`src/rtl/morse_collector_pkg.sv`:
```
// Shared Morse receiver definitions: symbol encoding, letter widths and
// the collector state encoding, also imported by the downstream decoder.
package morse_pkg;

    localparam logic SYM_DOT  = 1'b0;
    localparam logic SYM_DASH = 1'b1;

    localparam int MAX_SYMBOLS = 5;
    localparam int CODE_W      = 5;
    localparam int DIGIT_W     = 3;

    typedef enum logic [1:0] {
        IDLE  = 2'd0,
        PRESS = 2'd1,
        GAP   = 2'd2,
        DRAIN = 2'd3
    } state_e;

    // Place a symbol MSB-first: the first symbol lands in the top bit.
    function automatic logic [CODE_W-1:0] sr_insert(
        input logic [CODE_W-1:0]  sr,
        input logic [DIGIT_W-1:0] cnt,
        input logic               sym
    );
        logic [CODE_W-1:0] r;
        logic [2:0]        idx;
        r      = sr;
        idx    = 3'(CODE_W - 1) - cnt;
        r[idx] = sym;
        return r;
    endfunction

endpackage

```
`src/rtl/morse_collector_if.sv`:
```
// Key/abort inputs and completed-letter outputs of the Morse collector.
interface morse_collector_if;
    import morse_pkg::*;

    logic               key;
    logic               clr;
    logic [CODE_W-1:0]  code;
    logic [DIGIT_W-1:0] digit;
    logic               valid;
    logic               overflow;
    logic               busy;

    modport master (
        output key, clr,
        input  code, digit, valid, overflow, busy
    );

    modport slave (
        input  key, clr,
        output code, digit, valid, overflow, busy
    );

endinterface

```
`src/rtl/morse_collector_debounce.sv`:
```
// Two-flop synchroniser followed by a DEB_TICKS stability filter; emits the
// debounced level plus one-cycle rise/fall pulses aligned with its change.
module key_debounce #(
    parameter int DEB_TICKS = 4
) (
    input  logic clk,
    input  logic rst,
    input  logic key_i,
    output logic kd_o,
    output logic rise_o,
    output logic fall_o
);

    localparam int CW = $clog2(DEB_TICKS + 1);

    logic          sync1_q, sync2_q;
    logic          kd_q, kd_d;
    logic          rise_q, rise_d;
    logic          fall_q, fall_d;
    logic [CW-1:0] cnt_q, cnt_d;

    // Stability counter: any return to the current level restarts it.
    always_comb begin
        kd_d   = kd_q;
        rise_d = 1'b0;
        fall_d = 1'b0;
        cnt_d  = '0;
        if (sync2_q != kd_q) begin
            if (cnt_q == CW'(DEB_TICKS - 1)) begin
                kd_d   = sync2_q;
                rise_d = sync2_q;
                fall_d = ~sync2_q;
                cnt_d  = '0;
            end else begin
                cnt_d = cnt_q + CW'(1);
            end
        end else begin
            cnt_d = '0;
        end
    end

    // Synchroniser and filter registers.
    always_ff @(posedge clk) begin
        if (rst) begin
            sync1_q <= 1'b0;
            sync2_q <= 1'b0;
            kd_q    <= 1'b0;
            rise_q  <= 1'b0;
            fall_q  <= 1'b0;
            cnt_q   <= '0;
        end else begin
            sync1_q <= key_i;
            sync2_q <= sync1_q;
            kd_q    <= kd_d;
            rise_q  <= rise_d;
            fall_q  <= fall_d;
            cnt_q   <= cnt_d;
        end
    end

    assign kd_o   = kd_q;
    assign rise_o = rise_q;
    assign fall_o = fall_q;

endmodule

```
`src/rtl/morse_collector.sv`:
```
// Times debounced key presses into dots/dashes, collects up to five symbols
// and closes the letter after an idle gap with a one-cycle valid strobe.
module morse_collector
    import morse_pkg::*;
#(
    parameter int DEB_TICKS  = 4,
    parameter int DASH_TICKS = 20,
    parameter int GAP_TICKS  = 40
) (
    input  logic              clk,
    input  logic              rst,
    morse_collector_if.slave  bus
);

    localparam int PW = $clog2(DASH_TICKS + 1);
    localparam int GW = $clog2(GAP_TICKS + 1);

    logic kd_s, rise_s, fall_s;

    state_e             state_q, state_d;
    logic [PW-1:0]      press_q, press_d;
    logic [GW-1:0]      gap_q, gap_d;
    logic [CODE_W-1:0]  sr_q, sr_d;
    logic [DIGIT_W-1:0] cnt_q, cnt_d;
    logic [CODE_W-1:0]  code_q, code_d;
    logic [DIGIT_W-1:0] digit_q, digit_d;
    logic               valid_q, valid_d;
    logic               overflow_q, overflow_d;
    logic               busy_q, busy_d;
    logic               close_s, ovf_s, sym_s;

    key_debounce #(.DEB_TICKS(DEB_TICKS)) u_debounce (
        .clk    (clk),
        .rst    (rst),
        .key_i  (bus.key),
        .kd_o   (kd_s),
        .rise_o (rise_s),
        .fall_o (fall_s)
    );

    // State register, including counters and shift register.
    always_ff @(posedge clk) begin
        if (rst) begin
            state_q    <= IDLE;
            press_q    <= '0;
            gap_q      <= '0;
            sr_q       <= '0;
            cnt_q      <= '0;
            code_q     <= '0;
            digit_q    <= '0;
            valid_q    <= 1'b0;
            overflow_q <= 1'b0;
            busy_q     <= 1'b0;
        end else begin
            state_q    <= state_d;
            press_q    <= press_d;
            gap_q      <= gap_d;
            sr_q       <= sr_d;
            cnt_q      <= cnt_d;
            code_q     <= code_d;
            digit_q    <= digit_d;
            valid_q    <= valid_d;
            overflow_q <= overflow_d;
            busy_q     <= busy_d;
        end
    end

    // Next-state logic; the close fires on the cycle the gap count hits GAP_TICKS.
    always_comb begin
        state_d = state_q;
        press_d = press_q;
        gap_d   = gap_q;
        sr_d    = sr_q;
        cnt_d   = cnt_q;
        close_s = 1'b0;
        ovf_s   = 1'b0;
        sym_s   = (press_q >= PW'(DASH_TICKS)) ? SYM_DASH : SYM_DOT;
        if (bus.clr) begin
            state_d = IDLE;
            press_d = '0;
            gap_d   = '0;
            sr_d    = '0;
            cnt_d   = '0;
        end else begin
            case (state_q)
                IDLE: begin
                    sr_d  = '0;
                    cnt_d = '0;
                    gap_d = '0;
                    if (rise_s) begin
                        state_d = PRESS;
                        press_d = PW'(1);
                    end else begin
                        press_d = '0;
                    end
                end
                PRESS: begin
                    if (fall_s) begin
                        gap_d   = '0;
                        press_d = '0;
                        if (cnt_q < DIGIT_W'(MAX_SYMBOLS)) begin
                            sr_d    = sr_insert(sr_q, cnt_q, sym_s);
                            cnt_d   = cnt_q + DIGIT_W'(1);
                            state_d = GAP;
                        end else begin
                            ovf_s   = 1'b1;
                            sr_d    = '0;
                            cnt_d   = '0;
                            state_d = DRAIN;
                        end
                    end else if (kd_s && (press_q < PW'(DASH_TICKS))) begin
                        press_d = press_q + PW'(1);
                    end else begin
                        press_d = press_q;
                    end
                end
                GAP: begin
                    if (rise_s) begin
                        state_d = PRESS;
                        press_d = PW'(1);
                        gap_d   = '0;
                    end else if (!kd_s) begin
                        if (gap_q == GW'(GAP_TICKS - 1)) begin
                            close_s = 1'b1;
                            sr_d    = '0;
                            cnt_d   = '0;
                            gap_d   = '0;
                            state_d = IDLE;
                        end else begin
                            gap_d = gap_q + GW'(1);
                        end
                    end else begin
                        gap_d = gap_q;
                    end
                end
                DRAIN: begin
                    if (kd_s) begin
                        gap_d = '0;
                    end else if (gap_q == GW'(GAP_TICKS - 1)) begin
                        gap_d   = '0;
                        state_d = IDLE;
                    end else begin
                        gap_d = gap_q + GW'(1);
                    end
                end
                default: begin
                    state_d = IDLE;
                    press_d = '0;
                    gap_d   = '0;
                    sr_d    = '0;
                    cnt_d   = '0;
                end
            endcase
        end
    end

    // Output logic: strobes and the held letter registers.
    always_comb begin
        valid_d    = close_s;
        overflow_d = ovf_s;
        busy_d     = (state_d != IDLE);
        if (close_s) begin
            code_d  = sr_q;
            digit_d = cnt_q;
        end else begin
            code_d  = code_q;
            digit_d = digit_q;
        end
    end

    assign bus.code     = code_q;
    assign bus.digit    = digit_q;
    assign bus.valid    = valid_q;
    assign bus.overflow = overflow_q;
    assign bus.busy     = busy_q;

endmodule

```
`src/flat_wrapper.sv`:
```
// flat-port wrapper written by rule: the top's interface ports become plain ports
module morse_collector_flat import morse_pkg::*;
#(
    parameter int DEB_TICKS  = 4,
    parameter int DASH_TICKS = 20,
    parameter int GAP_TICKS  = 40
)
  (clk, rst, bus_key, bus_clr, bus_code, bus_digit, bus_valid, bus_overflow, bus_busy);
  morse_collector_if bus_i ();
  input  logic clk;
  input  logic rst;
  input wire logic [$bits(bus_i.key)-1:0] bus_key;
  input wire logic [$bits(bus_i.clr)-1:0] bus_clr;
  output wire logic [$bits(bus_i.code)-1:0] bus_code;
  output wire logic [$bits(bus_i.digit)-1:0] bus_digit;
  output wire logic [$bits(bus_i.valid)-1:0] bus_valid;
  output wire logic [$bits(bus_i.overflow)-1:0] bus_overflow;
  output wire logic [$bits(bus_i.busy)-1:0] bus_busy;
  assign bus_i.key = bus_key;
  assign bus_i.clr = bus_clr;
  assign bus_code = bus_i.code;
  assign bus_digit = bus_i.digit;
  assign bus_valid = bus_i.valid;
  assign bus_overflow = bus_i.overflow;
  assign bus_busy = bus_i.busy;
  morse_collector #(.DEB_TICKS(DEB_TICKS), .DASH_TICKS(DASH_TICKS), .GAP_TICKS(GAP_TICKS)) u_core (.clk(clk), .rst(rst), .bus(bus_i));
endmodule
```
`config.mk`:
```
export PLATFORM = sky130hd
export DESIGN_NAME = morse_collector_flat
export DESIGN_NICKNAME = d
export VERILOG_FILES = /design/src/rtl/morse_collector_pkg.sv /design/src/rtl/morse_collector_if.sv /design/src/rtl/morse_collector_debounce.sv /design/src/rtl/morse_collector.sv /design/src/flat_wrapper.sv
export SDC_FILE = /design/constraint.sdc
export NUM_CORES = 1
export LEC_CHECK = 0
export ABC_AREA = 0
export BUFFER_PORTS_ARGS = -buffer_cell sky130_fd_sc_hd__clkbuf_2
export CORE_MARGIN = 3
export CORE_UTILIZATION = 40
export CTS_CLUSTER_SIZE = 8
export DETAILED_ROUTE_END_ITERATION = 7
export GPL_TIMING_DRIVEN = 0
export SYNTH_ARGS = -nofsm -noshare
export SYNTH_HDL_FRONTEND = slang
export SYNTH_SLANG_ARGS = --single-unit
export TNS_END_PERCENT = 30
```
`constraint.sdc`:
```
create_clock -name clk -period 5.25 [get_ports clk]
set_input_delay 1.3125 -clock clk [delete_from_list [all_inputs] [get_ports clk]]
set_output_delay 1.3125 -clock clk [all_outputs]
set_load 0.01 [all_outputs]
```
# Word level (Yosys, flattened, before mapping)
# Index checks and enable logic that the tools add are counted.
dict set report totals {
  elab_cells 98
  register_bits 40
  input_bits 4
  out_inout_bits 11
}
dict set report classes {
  n_eq_ne 13
  magnitude_cmp 5
  addsub 5
  n_bitwise 5
  muxes 41
  n_reduce_logical 13
}
# operator n
set op_table {}
lappend op_table {{5-bit two-way mux} 8}
lappend op_table {{6-bit two-way mux} 5}
lappend op_table {{5-bit one-hot mux with 3 select lines} 2}
lappend op_table {{6-bit one-hot mux with 4 select lines} 1}
lappend op_table {{3-bit two-way mux} 5}
lappend op_table {{2-bit two-way mux} 6}
lappend op_table {{1-bit two-way mux} 10}
lappend op_table {{3-bit one-hot mux with 3 select lines} 1}
lappend op_table {{2-bit inequality test (second input constant)} 4}
lappend op_table {{2-bit one-hot mux with 4 select lines} 1}
lappend op_table {{3-bit by 1-bit adder with 3-bit output (second input constant)} 2}
lappend op_table {{6-bit by 1-bit adder with 6-bit output (second input constant)} 1}
lappend op_table {{6-bit equality test (second input constant)} 1}
lappend op_table {{3-bit OR reduction} 2}
lappend op_table {{5-bit by 1-bit adder with 5-bit output (second input constant)} 1}
lappend op_table {{5-bit bitwise mux} 1}
lappend op_table {{5-bit >= comparator (second input constant)} 1}
lappend op_table {{5-bit < comparator (second input constant)} 1}
lappend op_table {{1-bit inverter} 5}
lappend op_table {{5-bit AND reduction} 1}
lappend op_table {{2-bit equality test (second input constant)} 2}
lappend op_table {{3-bit by 4-bit < comparator with 1-bit output (second input constant)} 1}
lappend op_table {{2-bit AND reduction} 2}
lappend op_table {{4-bit OR reduction} 1}
lappend op_table {{other kinds (16)} 17}

# Depth between registers and ports, before layout
dict set report depth {
  ltp_word 9
  depth_mapped 7
  mapped_depth_nobuf 6
}

# Modules after synthesis
# Synthesis repeated with hierarchy kept, for this count alone.
dict set report hier_totals {
  cells_unflattened 222
  area_unflattened_um2 1996.9
}
# mod instances seq_area_each_um2 cells_per_inst area_each_um2
set by_module_without_submodules {}
lappend by_module_without_submodules {morse_collector 1 640.6 201 1720.4}
lappend by_module_without_submodules {key_debounce 1 160.2 21 276.5}

# Worst setup path before layout
# Ideal clock, no wire load.
dict set report synth_timing {
  path_type {input-to-reg}
  from {input port bus_clr}
  to {register u_core.sr_q[3]}
  setup_slack_ps 2844
  stages 4
  n_path_buf 0
  required_ps 5171
  setup_time_ps 79
  t_arrival_ps 2326
  cell_sequence {nor2_1 nand2_1 or4_1 a22oi_1}
}
dict set report synth_via {
  elab_chain_len 1
}
# item line_no
set synth_lines {}
lappend synth_lines {{start, declared} flat_wrapper.sv:13} ;# input wire logic [$bits(bus_i.clr)-1:0] bus_clr;
lappend synth_lines {{2-bit OR reduction (no source line)} n/a}
lappend synth_lines {{end signal, assigned} morse_collector.sv:58} ;# sr_q <= sr_d;
lappend synth_lines {{end, declared} morse_collector.sv:23} ;# logic [CODE_W-1:0] sr_q, sr_d;
# Every way passes these cells.
# A chain may end at the register's enable or synchronous reset.

# Worst setup path in the final report
dict set report layout_timing {
  from {input port rst}
  to {register u_core.sr_q[3]}
}
dict set report layout_via {
  elab_chain_len 1
}
# item line_no
set layout_lines {}
lappend layout_lines {{start, declared} flat_wrapper.sv:11} ;# input logic rst;
lappend layout_lines {{2-bit OR reduction (no source line)} n/a}
# Every way passes these cells.

==> out/qor.yml <==
outcome: "finished clean"
post_drt_wl_per_cell_um: 13.21
gp_congestion: 0.7829
drv_slew: 0
synth_ff_type: "dfxtp_1"
via_count: 1623
cts_hold_buf: 0
criticalPathCategory: "input pin to flip-flop"
die_area_sq_um: 5771
finalHoldViolCount: 0
portBuffers: 14
dpl.hpwl_um: 2858
cts_buffers: 5
n_antenna_cell: 0
synth_top_family_by_area: "simple AND/OR/NAND/NOR gates"
grt_overflow: 0
grt_setup_unrepaired: "no"
first_pass_iters: 4
postCtsSetupRepairBufs: 0
worstMarginPinSlew_ns: 0.6292
multiInputGateArea_sq_um: 1072
crit_required_ns: 5.46
synth_compound_area_frac: 0.1936
fp.dieW_um: 75.97
cap_violations: 0
final_core_util: 0.4920
yosysSeqAreaShare: 0.4089
fin_crit_ns: 2.570
crit_start: "rst"
cp-start-kind: "input pin"
seqCellArea_sq_um: 800.8
post-route-period-util: 0.4895
mostFrequentLayoutCell: "dfxtp_1"
area_growth_pct: 13.93
fill_cells: 442
syn_area_per_cell_sq_um: 8.941
peakVddDrop_v: 0.0001970
final_cell_mix: "dfxtp_1, nor2_1, a21oi_1"
drc_errors: 0
final_nets: 255
synth-adder-area-share: 0.07029
cts_buffer_depth: 2
timing.slew.headroom: 0.5790
fin_skew_ns: 0.006323
cts_resized: 0
cts-root-buf: "clkbuf_8"
drt_iter0_drc: 114
synthArstFlopShare: 0
synth-simple-area-share: 0.2185
pin_count: 15
r2r_start: "u_core.state_q[1]$_SDFF_PP0_"
grt_pass1_vias: 1588
ys_seq_elements: 40
path_clk_slew_ns: 0.08
max_clock_freq_mhz: 389.1
rows: 24
p_per_area_nw_per_um2: 257.4
grt_pass1_wl_um: 7024
core-area_sq_um: 4534
grt_start_max_net_pins: 14
arrival_ns: 2.78
yosysWarnings: 0
worst_setup_path_end_kind: "flip-flop"
detail-route-antenna-nets: 0
cts_tree: "built"
viasPerCell: 5.304
setup_viol: 0
p_leak_uw: 0.0007809
drive_above_1_share: 0.1369
syn-instance-count: 219
pre_cts_slack_ns: 2.404
synth_edf_count: 0
synth_cell_types: 45
setup_tns_ns: 0
cts_sinks: 40
hold_start: "u_core.u_debounce.cnt_q[0]$_SDFF_PP0_"
setup_ws_ns: 2.680
clk_latency_ns: 0.29
path_max_fanout: 9
die_y_um: 75.97
hold_class: "flip-flop to flip-flop"
syn_area_sq_um: 1958
grt_use_total: 0.1442
synth-xor-area-share: 0.008946
syn_nets: 234
antenna_found_initial: 0
synth.area.mux_share: 0.05623
initial_utilization: 0.4318
cts_max_level: 2
wl_um: 4041
==> routing by layer <==
layer / up-vias / part of all wire / routed length (um) / track usage
li1: 846 / - / - / -
met1: 738 / 0.50 / 2035 / 0.1997
met2: 34 / 0.44 / 1775 / 0.2234
met3: 5 / 0.046 / 184 / 0.03318
met4: 0 / 0.011 / 46 / 0.04348
met5: - / 0 / 0 / 0
==> synth_stat cells, types with 3 or more instances <==
cell | number | share of area
nor2b_1 | 6 | 0.019
a21oi_1 | 18 | 0.046
or3_1 | 4 | 0.013
a31oi_1 | 3 | 0.0096
nor3_1 | 3 | 0.0077
inv_1 | 14 | 0.027
o21ai_0 | 12 | 0.031
dfxtp_1 | 40 | 0.41
or2_2 | 3 | 0.0096
nand2_1 | 12 | 0.023
clkbuf_1 | 3 | 0.0058
o211ai_1 | 5 | 0.019
ha_1 | 11 | 0.070
or4_1 | 7 | 0.027
mux2i_1 | 11 | 0.056
nor2_1 | 19 | 0.036
o31ai_1 | 3 | 0.012
nand3_1 | 8 | 0.020
nand2b_1 | 3 | 0.0096
==> worst paths after layout <==
check             depth (start not counted)  slack (ns)                                     to
hold reg to reg                           1        0.42  u_core.u_debounce.cnt_q[0]$_SDFF_PP0_
hold / removal                            1        0.42  u_core.u_debounce.cnt_q[0]$_SDFF_PP0_
setup reg to reg                          6        3.09            u_core.sr_q[3]$_SDFFE_PP0P_
setup / recovery                          5        2.68            u_core.sr_q[3]$_SDFFE_PP0P_
==> registers in the layout, summed over array words and instances (netlist names), 2 cells and up <==
name / flops
u_core.gap_q: 6
u_core.bus.code: 5
u_core.press_q: 5
u_core.sr_q: 5
u_core.bus.digit: 3
u_core.cnt_q: 3
u_core.u_debounce.cnt_q: 3
u_core.state_q: 2
==> power by group <==
group | switching (uW) | internal (uW) | leakage, uW
registers | 0.504 | 304 | 0.000323
logic | 5.46 | 2.46 | 0.000397
clock network | 106 | 155 | 0.0000614
==> final cells by class <==
class                           count  share of cell area
Multi-Input combinational cell    159              0.4807
Sequential cell                    40              0.3589
Clock buffer                        6             0.03702
Tap cell                           65             0.03646
Timing Repair Buffer               14             0.03141
Inverter                           14             0.02356
Clock inverter                      2             0.01739
Buffer                              6             0.01458
==> worst max-delay path, stage by stage <==
cell	delay [ns]
clkbuf_2	0.14
nor2_1	0.51
nand2_1	0.13
or4_1	0.48
a22oi_1	0.20
==> stage by stage <==
step / cell area [sq um] / instances / total power (uW) / hold WS [ns]
floorplan: 1958 / 219 / 315.7 / 0.3990
global route: 2231 / 306 / 593.2 / 0.4448
CTS: 2231 / 306 / 584.6 / 0.4245
detailed placement: 2110 / 298 / 319.7 / 0.4119
global placement: 2110 / 298 / 319.5 / 0.4130
finish: 2231 / 306 / 574.2 / 0.4219
==> logic make-up (layout without fill, tap and decap cells) <==
kind of cell | after synthesis | after routing
compound gates | 58 | 58
fa+ha+maj | 11 | 11
xor+xnor | 2 | 2
buf+inv | 20 | 42
simple gates | 77 | 77
flops | 40 | 40
mux | 11 | 11
No activity file was read; power rests on OpenSTA's default activity.
